**src/rtl/alarm_pkg.sv**
```systemverilog
// Shared types and widths for the alarm sequencer.
// Latency: n/a (types, constants and a pure helper function only).
// Backpressure: n/a.
package alarm_pkg;

    typedef enum logic [1:0] {
        IDLE   = 2'd0,
        RING   = 2'd1,
        SNOOZE = 2'd2,
        DONE   = 2'd3
    } alarm_st_t;

    localparam int SEC_W = 12;
    localparam int SNZ_W = 3;
    localparam int DAYS  = 7;

    // Seconds counter increment that sticks at all-ones instead of wrapping.
    function automatic logic [SEC_W-1:0] sat_inc(input logic [SEC_W-1:0] v);
        return (v == {SEC_W{1'b1}}) ? v : v + SEC_W'(1);
    endfunction

endpackage

```
**src/rtl/alarm_seq_ctrl_rise_det.sv**
```systemverilog
// Rising-edge detector: one history flop plus an AND gate.
// Latency: rise_o is combinational from x_i against last cycle's sample.
// Backpressure: none; samples every clock.
module rise_det #(
    parameter logic RST_VAL = 1'b0
) (
    input  logic clk,
    input  logic rst,
    input  logic x_i,
    output logic rise_o
);

    logic x_q;

    // History flop; reset value chosen per instance so a level already high can be masked.
    always_ff @(posedge clk) begin
        if (rst) begin
            x_q <= RST_VAL;
        end else begin
            x_q <= x_i;
        end
    end

    assign rise_o = x_i & ~x_q;

endmodule

```
**src/rtl/alarm_seq_ctrl.sv**
```systemverilog
// Alarm ring/snooze/stop sequencer with auto-timeout and weekday muting; drives buzz.
// Latency: one clk from a triggering input edge to the state change seen on outputs.
// Backpressure: none; buttons and match are sampled every clk, seconds via sec_tick.
module alarm_seq_ctrl
    import alarm_pkg::*;
#(
    parameter int unsigned      SNOOZE_SEC = 540,
    parameter int unsigned      RING_SEC   = 60,
    parameter int unsigned      MAX_SNOOZE = 3,
    parameter logic [DAYS-1:0]  DAY_MASK   = 7'b1100000
) (
    input  logic             clk,
    input  logic             rst,
    input  logic             sec_tick,
    input  logic             match,
    input  logic             alarm_on,
    input  logic [2:0]       day,
    input  logic             snooze_btn,
    input  logic             stop_btn,
    output logic             buzz,
    output logic             snoozing,
    output logic [SNZ_W-1:0] snooze_cnt,
    output logic [1:0]       state_o
);

    localparam logic [SEC_W-1:0] RING_LAST = SEC_W'(RING_SEC - 1);
    localparam logic [SEC_W-1:0] SNZ_LAST  = SEC_W'(SNOOZE_SEC - 1);
    localparam logic [SNZ_W-1:0] SNZ_MAX   = SNZ_W'(MAX_SNOOZE);

    alarm_st_t        state_q, state_d;
    logic [SEC_W-1:0] sec_ctr_q, sec_ctr_d;
    logic [SNZ_W-1:0] snz_cnt_q, snz_cnt_d;

    logic match_rise;
    logic snooze_rise;
    logic stop_rise;
    logic muted;
    logic ring_exp;
    logic snz_exp;
    logic snz_ok;

    // match history resets high so a match already active at reset release cannot ring.
    rise_det #(.RST_VAL(1'b1)) u_match_rd (
        .clk    (clk),
        .rst    (rst),
        .x_i    (match),
        .rise_o (match_rise)
    );

    rise_det #(.RST_VAL(1'b0)) u_snooze_rd (
        .clk    (clk),
        .rst    (rst),
        .x_i    (snooze_btn),
        .rise_o (snooze_rise)
    );

    rise_det #(.RST_VAL(1'b0)) u_stop_rd (
        .clk    (clk),
        .rst    (rst),
        .x_i    (stop_btn),
        .rise_o (stop_rise)
    );

    // Weekday mute lookup; an out-of-range day code (7) is never muted.
    always_comb begin
        muted = 1'b0;
        if (day < 3'(DAYS)) begin
            muted = DAY_MASK[day];
        end
    end

    // State register plus seconds and snooze counters.
    always_ff @(posedge clk) begin
        if (rst) begin
            state_q   <= IDLE;
            sec_ctr_q <= '0;
            snz_cnt_q <= '0;
        end else begin
            state_q   <= state_d;
            sec_ctr_q <= sec_ctr_d;
            snz_cnt_q <= snz_cnt_d;
        end
    end

    // Next-state: alarm switch off beats stop, stop beats snooze, any button beats timer expiry.
    always_comb begin
        state_d   = state_q;
        sec_ctr_d = sec_ctr_q;
        snz_cnt_d = snz_cnt_q;
        ring_exp  = sec_tick && (sec_ctr_q == RING_LAST);
        snz_exp   = sec_tick && (sec_ctr_q == SNZ_LAST);
        snz_ok    = snooze_rise && (snz_cnt_q < SNZ_MAX);

        if (state_q == IDLE) begin
            if (alarm_on && match_rise && !muted) begin
                state_d   = RING;
                sec_ctr_d = '0;
                snz_cnt_d = '0;
            end
        end else if (!alarm_on) begin
            // Cancelling the event leaves snz_cnt as-is until the next ring starts.
            state_d = IDLE;
        end else if (stop_rise) begin
            state_d = DONE;
        end else begin
            case (state_q)
                RING: begin
                    if (snz_ok) begin
                        state_d   = SNOOZE;
                        sec_ctr_d = '0;
                        snz_cnt_d = snz_cnt_q + SNZ_W'(1);
                    end else if (sec_tick) begin
                        // A snooze press at the limit falls through to normal timing.
                        sec_ctr_d = sat_inc(sec_ctr_q);
                        if (ring_exp) begin
                            state_d = DONE;
                        end
                    end
                end
                SNOOZE: begin
                    // Re-ring ignores match and the weekday mute.
                    if (sec_tick) begin
                        sec_ctr_d = sat_inc(sec_ctr_q);
                        if (snz_exp) begin
                            state_d   = RING;
                            sec_ctr_d = '0;
                        end
                    end
                end
                DONE: begin
                    // Hold off until the match minute ends so the same minute cannot re-ring.
                    if (!match) begin
                        state_d = IDLE;
                    end
                end
                default: begin
                    state_d = IDLE;
                end
            endcase
        end
    end

    assign buzz       = (state_q == RING);
    assign snoozing   = (state_q == SNOOZE);
    assign snooze_cnt = snz_cnt_q;
    assign state_o    = state_q;

endmodule

```
**config.mk**
```make
export PLATFORM = sky130hd
export DESIGN_NAME = alarm_seq_ctrl
export DESIGN_NICKNAME = d
export VERILOG_FILES = /design/src/rtl/alarm_pkg.sv /design/src/rtl/alarm_seq_ctrl_rise_det.sv /design/src/rtl/alarm_seq_ctrl.sv
export SDC_FILE = /design/constraint.sdc
export NUM_CORES = 1
export LEC_CHECK = 0
export ABC_CLOCK_PERIOD_IN_PS = 2700
export BUFFER_PORTS_ARGS = -buffer_cell sky130_fd_sc_hd__clkbuf_2
export CORE_ASPECT_RATIO = 0.8
export CORE_MARGIN = 1.5
export CORE_UTILIZATION = 56
export CTS_CLUSTER_SIZE = 16
export DETAILED_ROUTE_END_ITERATION = 10
export PLACE_DENSITY = 0.9
export SLEW_MARGIN = 20
export SYNTH_ARGS = -nofsm -noshare
export SYNTH_HDL_FRONTEND = slang
export SYNTH_SLANG_ARGS = --single-unit
```
**constraint.sdc**
```tcl
create_clock -name clk -period 2.7 [get_ports clk]
set_input_delay 0.135 -clock clk [delete_from_list [all_inputs] [get_ports clk]]
set_output_delay 0.135 -clock clk [all_outputs]
set_load 0.03 [all_outputs]
```
======== After elaboration in Yosys (flattened, before gate mapping) ========
Memory sizes are Yosys's and may differ from the RTL's.
Cells that the tools add are included.
word-level totals
  flip-flop bits (word level) ............. 20
  bits in read-only memories .............. 8
  input port bits ......................... 10
  word-level logic and storage cells ...... 76
  memories kept ........................... 1
operators by class
  add/sub/neg operators ................... 2
  order comparisons ....................... 3
  equality and inequality tests ........... 15
  muxes and demuxes ....................... 29
  bitwise gates (word level) .............. 6
  reductions and logical operators ........ 14
memory list
  memory           words  width  rd ports  clocked after memory_dff  write ports  RTL line              text
  (no name shown)  8      1      1         0                         0            alarm_seq_ctrl.sv:68  muted = DAY_MASK[day];
operators by type and width
  operator                                                                      number
  12-bit two-way mux                                                            9
  12-bit case mux with 2 select lines                                           1
  2-bit two-way mux                                                             10
  3-bit two-way mux                                                             6
  12-bit by 1-bit adder with 12-bit output, second input constant               1
  12-bit by 10-bit == test with 1-bit output, second input constant             1
  12-bit == test, second input constant                                         1
  12-bit by 6-bit == test with 1-bit output, second input constant              1
  6-bit AND reduction                                                           2
  6-bit by 2-bit != test with 1-bit output, second input constant               1
  6-bit by 3-bit != test with 1-bit output, second input constant               1
  2-bit case mux with 3 select lines                                            1
  2-bit nonzero test                                                            3
  1-bit logical AND                                                             5
  5-bit by 2-bit != test with 1-bit output, second input constant               1
  5-bit by 3-bit != test with 1-bit output, second input constant               1
  5-bit != test, second input constant                                          1
  5-bit AND reduction                                                           1
  2-bit == test, second input constant                                          2
  3-bit by 4-bit less-than comparator with 1-bit output, second input constant  1
  2-bit by 1-bit != test with 1-bit output, second input constant               2
  4-bit by 2-bit != test with 1-bit output, second input constant               1
  3-bit by 1-bit adder with 3-bit output, second input constant                 1
  1-bit AND                                                                     3
  9 further kinds                                                               12

======== Logic depth before layout (Yosys ltp) ========
  word-level depth ........................ 9
  depth in mapped cells ................... 8
  depth with buffers taken out ............ 7

======== Modules after synthesis ========
A second synthesis with hierarchy kept.
unflattened totals
  cells, all modules ...................... 161
  area, all modules ....................... 1398.8 sq um
by module, submodules not included
  module                       instances  cells each  area each (sq um)  sequential area each (sq um)
  alarm_seq_ctrl               1          152         1271.2             340.3
  rise_det at u_snooze_rd ...  2          3           47.5               20.0
  rise_det at u_match_rd       1          3           32.5               20.0

======== Worst setup path before layout ========
No wires, ideal clock.
  path type ............................... reg-to-reg
  start point ............................. register state_q[0], in the netlist state_o[0]
  end point ............................... register sec_ctr_q[4]
  arrival ................................. 2.270 ns
  required time ........................... 2.599 ns
  slack ................................... 0.329 ns
  cell stages (with the launch flop) ...... 8
  path buffers ............................ 0
  path through ............................ dfxtp_1 -> inv_1 -> ha_1 -> or3b_1 -> o21a_1 -> nor4_1 -> nand2_1 -> o41ai_1
between the ends
  cells in the longest elaborated chain, start to end .. 5
RTL lines
  item                                 RTL line               text
  from (decl)                          alarm_seq_ctrl.sv:30   alarm_st_t state_q, state_d;
  from (signal assigned)               alarm_seq_ctrl.sv:79   state_q <= state_d;
  2-bit == test (*)                    n/a
  via snoozing                         alarm_seq_ctrl.sv:21   output logic snoozing,
  12-bit case mux with 2 select lines  alarm_seq_ctrl.sv:106  case (state_q)
  12-bit two-way mux                   alarm_seq_ctrl.sv:103  end else if (stop_rise) begin
  12-bit two-way mux                   alarm_seq_ctrl.sv:100  end else if (!alarm_on) begin
  12-bit two-way mux                   alarm_seq_ctrl.sv:94   if (state_q == IDLE) begin
  to (signal assigned)                 alarm_seq_ctrl.sv:80   sec_ctr_q <= sec_ctr_d;
  to (decl)                            alarm_seq_ctrl.sv:31   logic [SEC_W-1:0] sec_ctr_q, sec_ctr_d;
Mark *: on every way through the listed nets, which the timed path passes. The rest lies on a longest branch. The select of a mux whose other input is x is not followed.
A chain may end at the register's enable or synchronous reset.

======== Worst setup path in the final report ========
  start point ............................. register state_q[0], in the netlist state_o[0]
  end point ............................... register sec_ctr_q[4]
between the ends
  cells in the longest elaborated chain, start to end .. 5
RTL lines
  item                                                                              RTL line
  2-bit == test / 2-bit by 1-bit == test with 1-bit output (equally long branches)  alarm_seq_ctrl.sv:106
  12-bit case mux with 2 select lines                                               alarm_seq_ctrl.sv:106
  12-bit two-way mux                                                                alarm_seq_ctrl.sv:103
  12-bit two-way mux                                                                alarm_seq_ctrl.sv:100
  12-bit two-way mux                                                                alarm_seq_ctrl.sv:94
Several ways; a longest one is shown, not always the timed one. The select of a mux whose other input is x is not followed.

==> results.cfg <==
[status]
status = finished clean

[synthesis]
synth_edf_count = 0
ys_ff_latch = 20
yosysMostFrequentCell = dfxtp_1
synth_top_cell_by_area = dfxtp_1
ys_top_cells_by_area = dfxtp_1 30%, a211oi_1 6.3%, ha_1 5.7%, nand2_1 4.3%, nor2_1 4.0%
synth-async-reset-ratio_pct = 0
synth_common_cells = 20 x dfxtp_1, 15 x nand2_1, 14 x nor2_1
syn-cell-area_sq_mm = 0.001321
ys_seq_area_share_pct = 30.30
synth_ff_type = dfxtp_1
syn-num-nets = 180
synthCells = 164
yosys_warnings = 0
synth_cell_types = 49
synth_top_area_share_pct = 30.30
syn_area_per_cell_sq_um = 8.057

[clock_tree]
clkLatencyLatePin_ns = 0.32
cts_tree = built
htreeDepth = 1
ctsHoldBuffers = 0
clk_pin_slew_ns = 0.10
cts_buffers = 3
cts.sinks = 20
cts_setup_buffers = 0
cts_root_buf = clkbuf_4
clockBufferDepth = 2
cts_repair_resize_count = 0

[routing]
drt_first_pass_iters = 4
drcViolationCount = 0
via_count = 1395
drt_iter0_drc = 93
antenna_left = 0
routedWlPerCell_um = 16.85
vias_per_cell = 6.805
drt_wl_total_um = 3454

[worst_setup_path]
critPathArrivalTime_ns = 2.65
crit_type = flip-flop to flip-flop
end_kind = flip-flop
cp_max_fo = 6
start_kind = flip-flop
cp.required_ns = 2.90

[floorplanning]
die_y_um = 46.45
start_util_pct = 60.17
rows = 15
die_w_um = 57.31
die_area_sq_mm = 0.002662
io_pins = 17
coreArea_sq_mm = 0.002196

[layout]
area.growth.synth_to_final_pct = 10.13
final_core_util_pct = 66.27
finalNetCount = 197
fin_cells = 205
regArea_sq_um = 400.4
fill_cells = 184
antennaDiodeCount = 0
final_layout_size_suffix_gt1_share_pct = 17.78
design_area_sq_mm = 0.001455
multi_input_area_sq_um = 869.6

[power]
powerDensity_mw_per_mm2 = 425.3
p_leak_nw = 0.5182
ir_drop_v = 0.0003075

[sta]
relSlewSlack_pct = 57.66
timing.fmax_mhz = 408.6
setup_viol = 0
finalHoldViolCount = 0
finalClockSkew_ns = 0.01645
fin_setup_tns_ns = 0
fin_crit_sh_pct = 90.64
tightest_slew_ns = 0.6317
rsz0062_at_grt = no
drv_slew = 0
period_minus_slack_ns = 2.447

[grt]
grt_util_all_layers_pct = 29.47
antenna_found_initial = 0
grt_pass1_vias = 1292
gr-total-overflow = 0
grt_max_degree = 22
grt_pass1_wl_um = 5989

[placed_design]
numPortBuffers = 16
hpwl_um = 2548
placed_cells = 201
place_congestion = 0.9961
placed_area_sq_mm = 0.001414

[run]
max_cap_viol_count = 0

[min_path]
hp-class = primary input to flip-flop
## metrics by stage
step / power, W / worst slack [ns] / hold WS (ns)
finish: 0.0006189 / 0.2528 / 0.04741
global route: 0.0006510 / 0.09003 / 0.05398
CTS: 0.0006192 / 0.1180 / 0.04110
detailed placement: 0.0004448 / 0.2076 / 0.3635
global placement: 0.0004421 / 0.3237 / 0.3611
floorplan: 0.0004118 / 0.3295 / 0.2416
## power by group
part	total, W	internal, W	switching (W)
registers	0.000308	0.000302	0.00000595
logic	0.000136	0.0000472	0.0000887
clock network	0.000176	0.0000825	0.0000931
## metal layers
metal / wire length (um) / share of wire, % / global-route usage, %
met5: 0 / 0 / 0
met4: 109 / 3.2 / 10.23
met3: 359 / 10 / 9.551
met2: 1468 / 43 / 46.44
met1: 1517 / 44 / 38.41
## cell type report
type | count | share of cell area [%]
clock buffers | 4 | 2.494
multi-input cells | 131 | 59.76
repair buffers | 17 | 6.019
well taps | 25 | 2.150
inverters | 8 | 2.064
flip-flops and latches | 20 | 27.51
## cell families after synthesis
logic type	count (synthesis)	share of synthesized area (%)
and+or+nand+nor	69	29.74
AOI/OAI and AO/OA	52	27.09
muxes	3	2.273
adders and majority gates	6	5.682
xor gates and xnor gates	1	0.6630
buffers and inverters	13	4.261
DFF	20	30.30
## placed cells by master, fill, tap and decap left out, drive strengths merged, types with 2 or more instances in the layout
| cell | count |
|---|---|
| or4b | 2 |
| nor3b | 2 |
| and3 | 3 |
| and2 | 2 |
| a211oi | 11 |
| a21oi | 6 |
| o21ai | 11 |
| ha | 6 |
| nand3 | 8 |
| nor3 | 2 |
| o31ai | 2 |
| clkbuf | 20 |
| inv | 7 |
| a31oi | 7 |
| nand2 | 15 |
| or3 | 2 |
| nor2b | 3 |
| nor2 | 14 |
| or2 | 3 |
| mux2i | 3 |
| dfxtp | 20 |
| nand4 | 3 |
| nor4 | 3 |
| o32ai | 3 |
| or3b | 2 |
## final timing paths
check / startpoint / endpoint / slack (ns) / cells after the start
worst max-delay path: state_o[0] / sec_ctr_q[4] / 0.25 / 7
worst min-delay path: stop_btn / u_stop_rd.x_q / 0.05 / 2
worst max register to register: state_o[0] / sec_ctr_q[4] / 0.25 / 7
worst min register to register: sec_ctr_q[1] / sec_ctr_q[1] / 0.52 / 2
## flip-flops by register name (all words and copies together), names as in the netlist
register	cells
u_match_rd.x_q	1
state_o	2
snooze_cnt	3
u_stop_rd.x_q	1
u_snooze_rd.x_q	1
sec_ctr_q	12
## worst max-delay path: stages, from the launching register on
cell     delay, ns
dfxtp_1       0.40
inv_1         0.10
ha_1          0.27
or3b_1        0.47
o21a_1        0.24
nor4_1        0.42
nand2_1       0.17
o41ai_1       0.27
No activity file was read; power rests on OpenSTA's default activity.
